<file path="src/rtl/ov7670_downsampler.sv">
// OV7670 RGB444 capture with 2:1 decimation in both directions.
// Pairs of camera bytes form one pixel; only even columns of even rows inside
// the active H_PIXELS x V_LINES window are written, giving a quarter-size frame
// at sequential addresses 0..FRAME_SIZE-1.
// Ports:
//   clk          camera PCLK, all logic on its rising edge
//   resetn       asynchronous active-low reset
//   config_done  camera configuration complete; low forces idle
//   cam_vsync    high between frames
//   cam_href     high while line bytes are valid
//   cam_data     camera byte
//   addr         write address of the current output pixel
//   wren         one-cycle write strobe qualifying addr/dout
//   dout         {4'b0, R, G, B}
//   frame_done   one-cycle pulse at end of each captured frame
//   frame_count  completed frames, wrapping
module ov7670_downsampler #(
  parameter int H_PIXELS   = 640,
  parameter int V_LINES    = 480,
  parameter int FRAME_SIZE = 76800
) (
  input  logic        clk,
  input  logic        resetn,
  input  logic        config_done,
  input  logic        cam_vsync,
  input  logic        cam_href,
  input  logic [7:0]  cam_data,
  output logic [16:0] addr,
  output logic        wren,
  output logic [15:0] dout,
  output logic        frame_done,
  output logic [15:0] frame_count
);

  typedef enum logic [1:0] {WAIT_CFG, WAIT_FRAME, ACTIVE} state_t;

  localparam logic [11:0] H_LIM  = 12'(H_PIXELS);
  localparam logic [11:0] V_LIM  = 12'(V_LINES);
  localparam logic [16:0] FS_LIM = 17'(FRAME_SIZE);

  state_t      state_q, state_d;
  logic        vsync_prev_q, vsync_prev_d;
  logic        href_prev_q, href_prev_d;
  logic        phase_q, phase_d;
  logic [11:0] col_q, col_d;
  logic [11:0] row_q, row_d;
  logic [3:0]  red_q, red_d;
  logic [16:0] cnt_q, cnt_d;
  logic [16:0] addr_q, addr_d;
  logic        wren_q, wren_d;
  logic [15:0] dout_q, dout_d;
  logic        frame_done_q, frame_done_d;
  logic [15:0] frame_count_q, frame_count_d;

  logic vs_rise, vs_fall, href_rise, href_fall, cur_phase, keep;

  always_comb begin
    vs_rise   = ~vsync_prev_q & cam_vsync;
    vs_fall   = vsync_prev_q & ~cam_vsync;
    href_rise = ~href_prev_q & cam_href;
    href_fall = href_prev_q & ~cam_href;
    // The first byte after HREF rises is always a high byte, whatever the
    // phase flop still holds from a previous odd-length line.
    cur_phase = href_rise ? 1'b0 : phase_q;
    // cnt_q counts pixels already written, so it doubles as the saturation test.
    keep      = ~col_q[0] & ~row_q[0] & (col_q < H_LIM) & (row_q < V_LIM) &
                (cnt_q < FS_LIM);

    state_d       = state_q;
    vsync_prev_d  = cam_vsync;
    href_prev_d   = cam_href;
    phase_d       = phase_q;
    col_d         = col_q;
    row_d         = row_q;
    red_d         = red_q;
    cnt_d         = cnt_q;
    addr_d        = addr_q;
    wren_d        = 1'b0;
    dout_d        = dout_q;
    frame_done_d  = 1'b0;
    frame_count_d = frame_count_q;

    if (!config_done) begin
      state_d = WAIT_CFG;
    end else begin
      unique case (state_q)
        WAIT_CFG: state_d = WAIT_FRAME;
        WAIT_FRAME: begin
          if (vs_fall) begin
            state_d = ACTIVE;
            phase_d = 1'b0;
            col_d   = '0;
            row_d   = '0;
            cnt_d   = '0;
            addr_d  = '0;
          end
        end
        ACTIVE: begin
          if (cam_href) begin
            if (!cur_phase) begin
              red_d   = cam_data[3:0];
              phase_d = 1'b1;
            end else begin
              phase_d = 1'b0;
              if (col_q != '1) col_d = col_q + 12'd1;
              if (keep) begin
                wren_d = 1'b1;
                addr_d = cnt_q;
                dout_d = {4'b0000, red_q, cam_data};
                cnt_d  = cnt_q + 17'd1;
              end
            end
          end else if (href_fall) begin
            phase_d = 1'b0;
            col_d   = '0;
            if (row_q != '1) row_d = row_q + 12'd1;
          end
          // A pixel finishing on this same sample is still written above.
          if (vs_rise) begin
            state_d       = WAIT_FRAME;
            frame_done_d  = 1'b1;
            frame_count_d = frame_count_q + 16'd1;
          end
        end
        default: state_d = WAIT_CFG;
      endcase
    end
  end

  always_ff @(posedge clk or negedge resetn) begin
    if (!resetn) begin
      state_q       <= WAIT_CFG;
      vsync_prev_q  <= 1'b0;
      href_prev_q   <= 1'b0;
      phase_q       <= 1'b0;
      col_q         <= '0;
      row_q         <= '0;
      red_q         <= '0;
      cnt_q         <= '0;
      addr_q        <= '0;
      wren_q        <= 1'b0;
      dout_q        <= '0;
      frame_done_q  <= 1'b0;
      frame_count_q <= '0;
    end else begin
      state_q       <= state_d;
      vsync_prev_q  <= vsync_prev_d;
      href_prev_q   <= href_prev_d;
      phase_q       <= phase_d;
      col_q         <= col_d;
      row_q         <= row_d;
      red_q         <= red_d;
      cnt_q         <= cnt_d;
      addr_q        <= addr_d;
      wren_q        <= wren_d;
      dout_q        <= dout_d;
      frame_done_q  <= frame_done_d;
      frame_count_q <= frame_count_d;
    end
  end

  assign addr        = addr_q;
  assign wren        = wren_q;
  assign dout        = dout_q;
  assign frame_done  = frame_done_q;
  assign frame_count = frame_count_q;

endmodule

</file>
<file path="config.mk">
export PLATFORM = sky130hd
export DESIGN_NAME = ov7670_downsampler
export DESIGN_NICKNAME = d
export VERILOG_FILES = /design/src/rtl/ov7670_downsampler.sv
export SDC_FILE = /design/constraint.sdc
export NUM_CORES = 1
export LEC_CHECK = 0
export CORE_AREA = 3 3 127 129
export CTS_CLUSTER_DIAMETER = 100
export CTS_CLUSTER_SIZE = 28
export DETAILED_ROUTE_END_ITERATION = 16
export DIE_AREA = 0 0 130 132
export PLACE_DENSITY = 0.52
export SYNTH_ARGS = -nofsm -noshare
export SYNTH_HDL_FRONTEND = slang
export SYNTH_SLANG_ARGS = --single-unit
</file>
<file path="constraint.sdc">
create_clock -name clk -period 2.55 [get_ports clk]
set_clock_uncertainty 0.05 [all_clocks]
set_input_delay 0.51 -clock clk [delete_from_list [all_inputs] [get_ports clk]]
set_output_delay 0.51 -clock clk [all_outputs]
set_load 0.03 [all_outputs]
</file>
Word level (Yosys, flattened, before mapping)
Cells that the tools add are included.
{"block": "classes", "n_addsub": 4, "multipliers": 0, "div_mod_pow": 0, "magnitude_cmp": 3, "eq_ne": 16, "shifts": 0, "muxes": 37, "bitwise": 15, "reduce_logical": 10}
{"cell": "17-bit two-way mux", "n": 7}
{"cell": "12-bit two-way mux", "n": 8}
{"cell": "17-bit one-hot mux with 2 select lines", "n": 2}
{"cell": "12-bit one-hot mux with 2 select lines", "n": 2}
{"cell": "12-bit by 1-bit adder with 12-bit output, second input constant", "n": 2}
{"cell": "12-bit inequality test, second input constant", "n": 2}
{"cell": "6-bit AND reduction", "n": 3}
{"cell": "17-bit by 1-bit adder with 17-bit output, second input constant", "n": 1}
{"cell": "17-bit < comparator, second input constant", "n": 1}
{"cell": "16-bit by 1-bit adder with 16-bit output, second input constant", "n": 1}
{"cell": "3-bit inequality test, second input constant", "n": 5}
{"cell": "2-bit inequality test, second input constant", "n": 7}
{"cell": "1-bit two-way mux", "n": 13}
{"cell": "12-bit by 10-bit < comparator with 1-bit output, second input constant", "n": 1}
{"cell": "12-bit by 9-bit < comparator with 1-bit output, second input constant", "n": 1}
{"cell": "1-bit AND", "n": 8}
{"cell": "4-bit AND reduction", "n": 2}
{"cell": "1-bit NOT", "n": 7}
{"cell": "2-bit two-way mux", "n": 3}
{"cell": "2-bit one-hot mux with 3 select lines", "n": 1}
{"cell": "5-bit AND reduction", "n": 1}
{"cell": "3-bit AND reduction", "n": 1}
{"cell": "2-bit by 1-bit == test with 1-bit output, second input constant", "n": 1}
{"cell": "2-bit == test, second input constant", "n": 1}
{"cell": "4 further kinds", "n": 4}
{"block": "totals", "register_bits": 97, "latchBits": 0, "ram_bits": 0, "romBits": 0, "inputBits": 13, "output_inout_bits": 51, "memories": 0}

Depth between registers and ports, before layout
{"block": "depth", "word_depth": 10, "ltp_mapped": 8}

Least setup slack after synthesis
No wires, ideal clock.
{"block": "synth_timing", "kind": "in2reg", "startpoint": "in cam_vsync", "endpoint": "reg addr_q[13] (netlist: addr[13])", "t_arrival_ns": 2.035, "required_time_ns": 2.379, "setup_slack_ns": 0.344, "cell_stages": 7, "path_buffers": 2, "path_cell_list": "and4bb_1 -> o21ai_1 -> or4_1 -> buf_2 -> and2_4 -> buf_2 -> a22o_1"}
{"block": "synth_via", "elab_chain_len": 4}
{"element": "start: declaration", "line": "25", "text": "input logic cam_vsync,"}
{"element": "1-bit NOT", "line": "59", "text": "vs_fall = vsync_prev_q & ~cam_vsync;"}
{"element": "1-bit AND", "line": "59"}
{"element": "2-bit inequality test (no source line)"}
{"element": "6-bit AND reduction (no source line)"}
{"element": "end signal: assignment", "line": "154", "text": "addr_q <= addr_d;"}
{"element": "end: declaration", "line": "49", "text": "logic [16:0] addr_q, addr_d;"}
Every way passes these cells.
A chain may end at the register's enable or synchronous reset.

Worst setup path after layout
{"block": "layout_timing", "startpoint": "in cam_vsync", "endpoint": "reg cnt_q[0]"}
{"block": "layout_via", "elab_chain_len": 4}
{"element": "1-bit NOT", "line": "59"}
{"element": "1-bit AND", "line": "59"}
{"element": "2-bit inequality test (no source line)"}
{"element": "6-bit AND reduction (no source line)"}
{"element": "end signal: assignment", "line": "153", "text": "cnt_q <= cnt_d;"}
{"element": "end: declaration", "line": "48", "text": "logic [16:0] cnt_q, cnt_d;"}
Every way passes these cells.

==> flow_metrics.py <==
metrics = {
    "global_route": {
        "grt_pass1_wl_um": 17440,
        "first_global_vias": 3390,
        "gr-usage-met3": 0.02310,
        "met1_usage": 0.1716,
        "grt_max_degree": 49,
        "globalRouteMet2Util": 0.1963,
        "antenna_found_initial": 0,
        "grt_overflow": 0,
        "gr-usage-all-layers": 0.1256,
        "grt-busiest-layer": "met2",
    },
    "power": {
        "swShare": 0.2142,
        "power_frac_clock": 0.473,
        "peakVddDrop_mv": 0.2889,
        "power_switching_mw": 0.7114,
        "intPower_mw": 2.610,
        "leakage_nw": 2.542,
        "power_density_nw_per_um2": 568.2,
        "comb_power_share": 0.051,
        "seq_power_share": 0.476,
    },
    "min_path": {
        "hp-class": "in2async",
    },
    "logic_synthesis": {
        "netlist_instances": 412,
        "ys_ff_latch": 97,
        "synthArstFlopShare": 1.000,
        "synth_edf_count": 0,
        "synthTopCellsByCount": "dfrtp_1 (97), nand3_1 (29), nand2_1 (28)",
        "yosys.area.top_type": "dfrtp_1",
        "ys.flop_type": "dfrtp_1",
        "syn_area_sq_um": 4473,
        "ys_seq_area_frac": 0.5427,
        "yosys.area.top_type_share": 0.5427,
        "synth_most_common_cell": "dfrtp_1",
        "synth.avg_cell_area_sq_um": 10.86,
        "yosys_warnings": 0,
        "yosys.cell_types.count": 50,
        "synthTopCellsByArea": "dfrtp_1 (54%), mux2_2 (4.3%), a22o_1 (3.9%)",
    },
    "timing": {
        "relSlewSlack": 0.5810,
        "timing_hold_violations_final": 0,
        "drv_slew": 0,
        "setup-violations-final": 0,
        "hold_slack_ns": 0.1289,
        "finalCritPeriodShare": 0.9493,
        "finalCriticalPeriod_ns": 2.421,
        "rsz0062_at_grt": "no",
        "tightestPinTransition_ns": 0.6285,
        "max_clock_freq_ghz": 0.4131,
        "setup_tns_ns": 0,
    },
    "floorplanning": {
        "start_util": 0.2953,
        "die-area_sq_um": 17160,
        "row_count": 45,
        "io_pins": 64,
        "dieHeight_um": 132,
        "coreArea_sq_um": 15150,
        "die_w_um": 130,
    },
    "critical_path": {
        "cp-start-kind": "primary input",
        "r2r_cells": 5,
        "worstSetupStartpoint": "cam_vsync",
        "path_class": "in2reg",
        "r2r-start": "row_q[6]",
        "reg2reg_to": "cnt_q[0]",
        "arrival_ns": 2.61,
        "critPathMaxFanout": 20,
        "cp.required_ns": 2.74,
        "cp-endpoint": "cnt_q[0]",
        "cp-end-kind": "flop",
        "r2r_slack_ns": 0.27,
    },
    "clocking": {
        "path_clk_slew_ns": 0.07,
        "cts_setup_buffers": 0,
        "insertion_delay_ns": 0.35,
        "clock-sinks": 97,
        "postCtsHoldBufs": 0,
        "h-tree-depth": 3,
        "cts_root_buf": "clkbuf_16",
        "cts_inserted_buffers": 9,
        "cts_tree": "done",
        "cts.path.max_buffers": 2,
        "ctsResizeCount": 0,
    },
    "layout": {
        "drive_gt1_frac": 0.1406,
        "fin_cells": 693,
        "final_nets": 517,
        "fin_util": 0.3860,
        "stdcell_area_sq_um": 5846,
        "antennaDiodeCount": 0,
        "areaGrowthSynthToFinish_pct": 30.69,
    },
    "place": {
        "placed_cell_area_sq_um": 5500,
        "gp_congestion": 0.8166,
        "dp_hpwl_um": 7478,
        "io_buffers": 59,
        "placed_cells": 677,
    },
    "detailed_routing": {
        "ant_nets": 0,
        "drt-initial-drc-count": 255,
        "avgRoutedWirePerCell_um": 15.06,
        "avgViaCountPerCell": 5.040,
        "routed_wl_um": 10440,
        "drt-pass1-iter-count": 4,
        "route.detailed.drc": 0,
        "num_vias": 3493,
    },
    "flow_run": {
        "max_cap_viol_count": 0,
    },
    "run_status": {
        "outcome": "finished, final reports clean",
    },
}
## worst min path at each step
stage | startpoint | endpoint | slack, ns | cells past startpoint
CTS | resetn | addr[10] | 0.16 | 1
finish | resetn | addr[11] | 0.13 | 1
global placement | frame_count[15] | frame_count[15] | 0.41 | 1
global route | resetn | addr[11] | 0.18 | 1
floorplan | resetn | addr[0] | 0.16 | 0
detailed placement | frame_count[15] | frame_count[15] | 0.42 | 1
## flip-flops by register name, indices dropped and copies added, names as in the netlist, 2 cells and up
signal and cells:
addr 17, cnt_q 17, frame_count 16, col_q 12
dout 12, row_q 12, red_q 4, state_q 2
## final cells by class
cell class,instances,area [sq um]
Multi-Input combinational cell,293,1942
Inverter,8,30.03
Tap cell,188,235.2
Fill cell,1444,9300
Clock inverter,5,102.6
Sequential cell,97,2427
Clock buffer,11,242.7
Timing Repair Buffer,91,865.8
## critical path, cell delays in order
cell             delay, ns
clkdlybuf4s50_1       0.45
and4bb_1              0.34
o21ai_1               0.15
or4_1                 0.57
and2_4                0.30
mux2_2                0.28
## cell families after synthesis
logic type / count (synthesis) / share of synthesized area
simple gates: 144 / 0.1768
compound gates: 100 / 0.1505
flops: 97 / 0.5427
buf+inv: 25 / 0.02713
xor+xnor: 21 / 0.04112
mux: 20 / 0.04979
fa+ha+maj: 4 / 0.01119
other cells: 1 / 0.0008384
## metrics by stage
step	setup slack [ns]	power [mW]
after global placement	-0.2050	1.780
after detailed placement	-0.2191	1.783
after floorplan	0.3436	1.683
after CTS	0.1492	3.377
final	0.1293	3.322
after global routing	0.04050	3.440
## per-layer routing
layer | vias up | wire, um
met2 | 58 | 4785
met3 | 14 | 304
li1 | 1709 | -
met1 | 1712 | 5161
met5 | - | 0
met4 | 0 | 186
## power groups by stage
stage / Clock, mW / Sequential (mW) / Combinational [mW]
global route: 1.67 / 1.58 / 0.187
detailed placement: 0 / 1.61 / 0.173
CTS: 1.62 / 1.58 / 0.173
finish: 1.57 / 1.58 / 0.168
floorplan: 0 / 1.62 / 0.0623
global placement: 0 / 1.61 / 0.170
## cell usage in the layout (no fill, tap or decap), types with 3 or more instances in the layout
| master | n |
|---|---|
| o31ai_1 | 5 |
| clkdlybuf4s50_1 | 58 |
| conb_1 | 4 |
| nand4_1 | 11 |
| nor2_1 | 21 |
| and3_1 | 9 |
| a22oi_1 | 3 |
| or3_1 | 6 |
| o21a_1 | 4 |
| dfrtp_1 | 97 |
| a31oi_1 | 9 |
| o211ai_1 | 3 |
| nand2b_1 | 4 |
| and2_1 | 4 |
| a211oi_1 | 3 |
| xnor2_1 | 17 |
| nand3_1 | 29 |
| buf_12 | 3 |
| nor4_1 | 4 |
| nor3_1 | 3 |
| o21ai_1 | 3 |
| mux2_2 | 17 |
| a21oi_1 | 23 |
| a41oi_1 | 5 |
| clkbuf_16 | 9 |
| a22o_1 | 20 |
| bufinv_16 | 3 |
| or4_1 | 8 |
| inv_1 | 8 |
| buf_4 | 30 |
| ha_1 | 4 |
| xor2_1 | 4 |
| nand2_1 | 28 |
| and4_1 | 6 |
| o21ai_0 | 16 |
Note: power is estimated with default switching activity, not from simulation.
